`config.mk`:
```
export PLATFORM = sky130hd
export DESIGN_NAME = pipe_stall_ctrl
export DESIGN_NICKNAME = d
export VERILOG_FILES = /design/src/rtl/pipe_stall_ctrl_pkg.sv /design/src/rtl/pipe_stall_ctrl_stall_watchdog.sv /design/src/rtl/pipe_stall_ctrl.sv
export SDC_FILE = /design/constraint.sdc
export NUM_CORES = 1
export LEC_CHECK = 0
export CAP_MARGIN = 30
export CORE_MARGIN = 8
export CORE_UTILIZATION = 40
export CTS_BUF_LIST = sky130_fd_sc_hd__clkbuf_8
export CTS_CLUSTER_DIAMETER = 100
export DETAILED_ROUTE_END_ITERATION = 7
export GPL_ROUTABILITY_DRIVEN = 0
export PLACE_DENSITY = 0.79
export RECOVER_POWER = 25
export SLEW_MARGIN = 20
export SYNTH_ARGS = -nofsm -noshare
export SYNTH_HDL_FRONTEND = slang
export SYNTH_SLANG_ARGS = --single-unit
```
`constraint.sdc`:
```
create_clock -name clk -period 2.3 [get_ports clk]
set_clock_uncertainty 0.2 [all_clocks]
set_input_delay 0.23 -clock clk [delete_from_list [all_inputs] [get_ports clk]]
set_output_delay 0.23 -clock clk [all_outputs]
set_load 0.02 [all_outputs]
```
`src/rtl/pipe_stall_ctrl_pkg.sv`:
```
// Shared definitions for the pipeline hazard controller: FSM encoding,
// stall request polarity and the default stage indices of the core.
`ifndef PIPE_STALL_CTRL_PKG_SV
`define PIPE_STALL_CTRL_PKG_SV

`define Stop   1'b1
`define NoStop 1'b0

package pipe_stall_ctrl_pkg;

    typedef enum logic [1:0] {
        ST_RUN   = 2'd0,
        ST_HOLD  = 2'd1,
        ST_FLUSH = 2'd2
    } state_e;

    // Slot numbering of the stall vector: bit 0 is the PC register.
    localparam int unsigned STG_PC  = 0;
    localparam int unsigned STG_IF  = 1;
    localparam int unsigned STG_ID  = 2;
    localparam int unsigned STG_EX  = 3;
    localparam int unsigned STG_MEM = 4;
    localparam int unsigned STG_WB  = 5;

    localparam int unsigned DEF_N_STAGES    = STG_WB + 1;
    localparam int unsigned DEF_HOLD_STAGE  = STG_EX;
    localparam int unsigned DEF_CNT_W       = 6;
    localparam int unsigned DEF_PC_W        = 32;
    localparam int unsigned DEF_WDOG_CYCLES = 1024;

    localparam int unsigned PERF_STALL_W = 32;
    localparam int unsigned PERF_FLUSH_W = 16;

endpackage

`endif

```
`src/rtl/pipe_stall_ctrl_stall_watchdog.sv`:
```
// Stall-deadlock watchdog: saturating count of consecutive stall[0] cycles
// with a sticky timeout flag. WDOG_CYCLES = 0 builds no logic at all.
module stall_watchdog #(
    parameter int unsigned WDOG_CYCLES = 1024
) (
    input  logic clk,
    input  logic rst,
    input  logic stall0_i,
    input  logic flush_i,
    output logic timeout_o
);

    generate
        if (WDOG_CYCLES == 0) begin : g_off
            logic unused_wd;
            assign unused_wd = ^{clk, rst, stall0_i, flush_i};
            assign timeout_o = 1'b0;
        end else begin : g_on
            localparam int unsigned WD_W = $clog2(WDOG_CYCLES + 1);
            localparam logic [WD_W-1:0] WD_MAX  = WD_W'(WDOG_CYCLES);
            localparam logic [WD_W-1:0] WD_LAST = WD_W'(WDOG_CYCLES - 1);

            logic [WD_W-1:0] wd_cnt_q;
            logic            timeout_q;
            logic            counting;

            assign counting  = stall0_i && !flush_i;
            assign timeout_o = timeout_q;

            // Flag rises on the same edge the counter reaches WDOG_CYCLES.
            always_ff @(posedge clk) begin
                if (rst) begin
                    wd_cnt_q  <= '0;
                    timeout_q <= 1'b0;
                end else begin
                    if (!counting) begin
                        wd_cnt_q <= '0;
                    end else if (wd_cnt_q != WD_MAX) begin
                        wd_cnt_q <= wd_cnt_q + WD_W'(1);
                    end
                    if (counting && (wd_cnt_q == WD_LAST)) begin
                        timeout_q <= 1'b1;
                    end
                end
            end
        end
    endgenerate

endmodule

```
`src/rtl/pipe_stall_ctrl.sv`:
```
// Pipeline hazard controller: merges stall requests into a thermometer stall
// vector and adds a timed hold, a registered flush/redirect and a watchdog.
// Optional performance counters are built when PIPE_STALL_PERF_CNT_EN is defined.
module pipe_stall_ctrl
    import pipe_stall_ctrl_pkg::*;
#(
    parameter int unsigned N_STAGES    = DEF_N_STAGES,
    parameter int unsigned HOLD_STAGE  = DEF_HOLD_STAGE,
    parameter int unsigned CNT_W       = DEF_CNT_W,
    parameter int unsigned PC_W        = DEF_PC_W,
    parameter int unsigned WDOG_CYCLES = DEF_WDOG_CYCLES
) (
    input  logic                clk,
    input  logic                rst,
    input  logic [N_STAGES-1:0] stallreq_i,
    input  logic                hold_req_i,
    input  logic [CNT_W-1:0]    hold_cycles_i,
    input  logic                flush_req_i,
    input  logic [PC_W-1:0]     flush_pc_i,
    output logic [N_STAGES-1:0] stall_o,
    output logic                flush_o,
    output logic [PC_W-1:0]     new_pc_o,
    output logic                hold_busy_o,
    output logic                stall_timeout_o
`ifdef PIPE_STALL_PERF_CNT_EN
    ,
    output logic [PERF_STALL_W-1:0] stall_cycles_o,
    output logic [PERF_FLUSH_W-1:0] flush_count_o
`endif
);

    localparam logic [N_STAGES-1:0] HOLD_MASK =
        {N_STAGES{1'b1}} >> (N_STAGES - 1 - HOLD_STAGE);

    state_e            state_q;
    logic [CNT_W-1:0]  hold_cnt_q;
    logic              flush_q;
    logic [PC_W-1:0]   new_pc_q;

    logic [N_STAGES-1:0] req_vec;
    logic                hold_start;
    logic                hold_act;

    // Suffix-OR: a request at stage k freezes every older slot 0..k.
    always_comb begin
        logic acc;
        acc     = `NoStop;
        req_vec = '0;
        for (int i = N_STAGES - 1; i >= 0; i--) begin
            acc        = acc | stallreq_i[i];
            req_vec[i] = acc;
        end
    end

    // First hold cycle comes straight from the request; a concurrent flush wins.
    assign hold_start = (state_q == ST_RUN) && hold_req_i && !flush_req_i &&
                        (hold_cycles_i != '0);
    assign hold_act   = !rst && !flush_q && ((state_q == ST_HOLD) || hold_start);

    always_comb begin
        stall_o = '0;
        if (!rst && !flush_q) begin
            stall_o = req_vec | (hold_act ? HOLD_MASK : '0);
        end
    end

    assign hold_busy_o = hold_act;
    assign flush_o     = flush_q;
    assign new_pc_o    = new_pc_q;

    // Control FSM; flush is accepted from every state and aborts a hold.
    always_ff @(posedge clk) begin
        if (rst) begin
            state_q    <= ST_RUN;
            hold_cnt_q <= '0;
            flush_q    <= 1'b0;
            new_pc_q   <= '0;
        end else begin
            flush_q <= flush_req_i;
            if (flush_req_i) begin
                new_pc_q <= flush_pc_i;
            end
            case (state_q)
                ST_RUN: begin
                    if (flush_req_i) begin
                        state_q <= ST_FLUSH;
                    end else if (hold_req_i && (hold_cycles_i >= CNT_W'(2))) begin
                        state_q    <= ST_HOLD;
                        hold_cnt_q <= hold_cycles_i - CNT_W'(2);
                    end
                end
                ST_HOLD: begin
                    if (flush_req_i) begin
                        state_q    <= ST_FLUSH;
                        hold_cnt_q <= '0;
                    end else if (hold_cnt_q == '0) begin
                        state_q <= ST_RUN;
                    end else begin
                        hold_cnt_q <= hold_cnt_q - CNT_W'(1);
                    end
                end
                ST_FLUSH: begin
                    state_q <= flush_req_i ? ST_FLUSH : ST_RUN;
                end
                default: begin
                    state_q    <= ST_RUN;
                    hold_cnt_q <= '0;
                end
            endcase
        end
    end

    stall_watchdog #(
        .WDOG_CYCLES (WDOG_CYCLES)
    ) u_stall_watchdog (
        .clk       (clk),
        .rst       (rst),
        .stall0_i  (stall_o[0]),
        .flush_i   (flush_q),
        .timeout_o (stall_timeout_o)
    );

`ifdef PIPE_STALL_PERF_CNT_EN
    logic [PERF_STALL_W-1:0] stall_cycles_q;
    logic [PERF_FLUSH_W-1:0] flush_count_q;

    // Free-running event counters, wrapping at their width.
    always_ff @(posedge clk) begin
        if (rst) begin
            stall_cycles_q <= '0;
            flush_count_q  <= '0;
        end else begin
            stall_cycles_q <= stall_cycles_q + PERF_STALL_W'(stall_o[0]);
            flush_count_q  <= flush_count_q + PERF_FLUSH_W'(flush_q);
        end
    end

    assign stall_cycles_o = stall_cycles_q;
    assign flush_count_o  = flush_count_q;
`endif

endmodule

```
==> impl_metrics.env <==
export IMPL_layout_setup_ws_ps=-88.4
export IMPL_worstHoldPathCells=2
export IMPL_grtUsageMet1_pct=16.6
export IMPL_io_buffers=88
export IMPL_met2_usage_pct=23.1
export IMPL_drc=0
export IMPL_fmax_ghz=0.419
export IMPL_cp_arrival_ps=1960
export IMPL_antenna_found_initial=0
export IMPL_final_nets=426
export IMPL_drt_first_pass_iters=4
export IMPL_synth_distinct_cells=47
export IMPL_worst_slew_pin_slew_ps=711
export IMPL_pwr_density_cell_nw_per_um2=579
export IMPL_synth_top_area_share_pct=43.3
export IMPL_core_um2=5920
export IMPL_synth_fp_nets=319
export IMPL_cp_required_ps=1870
export IMPL_ys_seq_area_share_pct=43.3
export IMPL_cts_buffers=5
export IMPL_setup_viol=4
export IMPL_clockBufferDepth=2
export IMPL_avgSynthCellArea_um2=9.35
export IMPL_p_leak_nw=1.55
export IMPL_synthArstFlopShare_pct=0
export IMPL_rr_worst_depth=9
export IMPL_start_kind="flip-flop"
export IMPL_switching_share_pct=26.8
export IMPL_p_int_mw=1.56
export IMPL_first_global_vias=2222
export IMPL_crit_chain="inv_2 -> ha_4 -> or2_4 -> o32a_4 -> nor4_4 -> buf_4 -> nor2_1 -> buf_4"
export IMPL_drv_cap=0
export IMPL_total_power_mw=2.13
export IMPL_power_switching_mw=0.572
export IMPL_reg2reg_to="hold_cnt_q[1]"
export IMPL_clk_pin_slew_worst_paths_ps=100
export IMPL_globalRouteMet3Util_pct=5.36
export IMPL_fin_area_um2=3680
export IMPL_min_period_ps=2390
export IMPL_end_kind="output port"
export IMPL_hold_path_class="flip-flop to flip-flop"
export IMPL_fp_dieW_um=94.2
export IMPL_clk_insertion_delay_late_ps=300
export IMPL_synth_largest_area_cell="dfxtp_1"
export IMPL_seqPwrFrac_pct=47.0
export IMPL_pin_count=89
export IMPL_whs_endpoint="u_stall_watchdog.timeout_o"
export IMPL_path_common_cell="buf_4"
export IMPL_busiest_layer="met2"
export IMPL_r2r_slack_ps=110
export IMPL_placed_area_um2=3530
export IMPL_cts_htree_levels=2
export IMPL_fillers=524
export IMPL_synthCells=262
export IMPL_synth_most_common_cell="dfxtp_1"
export IMPL_slowest_stage="o32a_4"
export IMPL_cts_sinks=53
export IMPL_max_slew_margin_rel_pct=52.6
export IMPL_path_class="flip-flop to output port"
export IMPL_routed_via_density=4.96
export IMPL_irDropWorstVdd_mv=0.448
export IMPL_violations="setup timing"
export IMPL_grt_usage_pct=14.2
export IMPL_hold_start="u_stall_watchdog.timeout_o"
export IMPL_drt_iter0_markers=117
export IMPL_synth_edff_count=0
export IMPL_cts_root_buf="clkbuf_8"
export IMPL_cts_tree="done"
export IMPL_postCtsHoldBufs=0
export IMPL_worstReg2RegStart="state_q[1]"
export IMPL_place_ws_ps=-721
export IMPL_wl_per_cell_um=14.3
export IMPL_drive_gt1_share_pct=14.9
export IMPL_drt_total_wl_mm=6.35
export IMPL_yosys_warnings=0
export IMPL_synth_area_leaders="dfxtp_1 43%, mux2i_1 13%, nor2_1 8.0%, ha_1 4.6%, xor2_1 3.2%"
export IMPL_netlist_area_um2=2450
export IMPL_ys_flop_type="dfxtp_1"
export IMPL_crit_path_max_incr_delay_ps=390
export IMPL_routed_via_count=2207
export IMPL_clkPwrFrac_pct=29.6
export IMPL_fin_crit_sh_pct=104
export IMPL_n_antenna_cell=0
export IMPL_synthTopCellsByCount="53 x dfxtp_1, 52 x nor2_1, 33 x mux2i_1, 15 x inv_1"
export IMPL_antenna_left=0
export IMPL_grt_max_degree=30
export IMPL_crit_fanout=3
export IMPL_rsz0062_at_grt="yes"
export IMPL_num_rows=28
export IMPL_initial_core_util_pct=41.4
export IMPL_die_area_um2=8880
export IMPL_status="complete, but fails checks"
export IMPL_synth_seq_cells=53
export IMPL_slew_violations=0
export IMPL_syn_to_final_growth_pct=50.3
export IMPL_grt_pass1_wl_mm=10.3
export IMPL_dpl_hpwl_mm=4.78
export IMPL_comb_power_share_pct=23.4
export IMPL_overflow=0
export IMPL_die_y_um=94.2
export IMPL_hold_viol=0
-- layout make-up --
class                   count  area (um2)  area share (%)
well taps                  75        93.8            2.55
clock inverters             3        43.8            1.19
repair buffers            112        1040            28.3
clock buffers               5        68.8            1.87
flip-flops and latches     53        1060            28.9
inverters                  15        56.3            1.53
multi-input cells         182        1310            35.7
-- repair_timing --
item                                    in CTS  in global routing
pin swaps                                    4                  0
resized for setup                           32                  6
endpoints found under the setup margin      16                  5
buffers inserted                             1                  1
-- sequential cells by signal, summed over array words and instances (netlist names) --
name                            flops
u_stall_watchdog.g_on.wd_cnt_q     11
u_stall_watchdog.timeout_o          1
hold_cnt_q                          6
state_q                             2
new_pc_o                           32
flush_o                             1
-- how the worst max path moves through the flow --
stage,startpoint,to,slack [ps],depth (start not counted)
2_1_floorplan,hold_cycles_i[4],stall_o[0],-5,6
3_3_place_gp,hold_cycles_i[4],stall_o[0],-720,6
3_5_place_dp,hold_cycles_i[4],stall_o[0],-720,6
4_1_cts,state_q[1],stall_o[2],-100,8
5_1_grt,state_q[1],stall_o[3],-190,8
6_report,state_q[1],stall_o[3],-90,8
-- logic make-up (layout without fill, tap and decap cells) --
group / count (synthesis) / after routing / synth area share, %
and+or+nand+nor: 95 / 95 / 19.5
DFF: 53 / 53 / 43.3
AOI/OAI and AO/OA: 34 / 34 / 10.5
muxes: 33 / 33 / 13.5
buffers and inverters: 27 / 135 / 4.65
xor gates and xnor gates: 11 / 11 / 3.93
adders and majority gates: 9 / 9 / 4.60
-- power by group through the flow --
stage,Clock (mW),Sequential (mW),Combinational (mW)
after detailed placement,0,1.02,0.488
after CTS,0.655,1.00,0.492
final,0.631,1.00,0.498
after global placement,0,1.02,0.480
after floorplan,0,1.06,0.207
after global routing,0.695,1.01,0.541
-- through the flow --
stage | setup TNS (ps) | hold WS [ps] | instances | util, %
after floorplan | -5.01 | 177 | 262 | -
after global placement | -7150 | 258 | 435 | 59.6
after detailed placement | -7250 | 266 | 435 | 59.6
after CTS | -344 | 238 | 444 | 61.8
after global routing | -687 | 303 | 445 | 62.2
final | -287 | 279 | 445 | 62.2
-- metal layers --
layer	vias to the layer above	part of all wire, %
met5	-	0
met4	0	0.55
met3	2	8.0
met2	69	47
met1	1018	45
li1	1118	-
-- critical path: cells and delay by family, from the launching register on --
kind,cells,cell delay [ps]
buf+inv,3,360
simple gates,3,400
flops,1,350
fa+ha+maj,1,150
compound gates,1,390
-- placed cells by master (no fill, tap or decap), drive strengths merged, types with 6 or more instances in the layout --
cell type | synthesis | routed
buf | 7 | 27
inv | 15 | 16
clkdlybuf4s50 | 0 | 79
o21ai | 6 | 6
ha | 9 | 9
a21oi | 9 | 9
o31ai | 6 | 6
nor2 | 52 | 52
clkbuf | 5 | 8
mux2i | 33 | 33
xor2 | 9 | 9
dfxtp | 53 | 53
(Power assumes the default switching activity.)
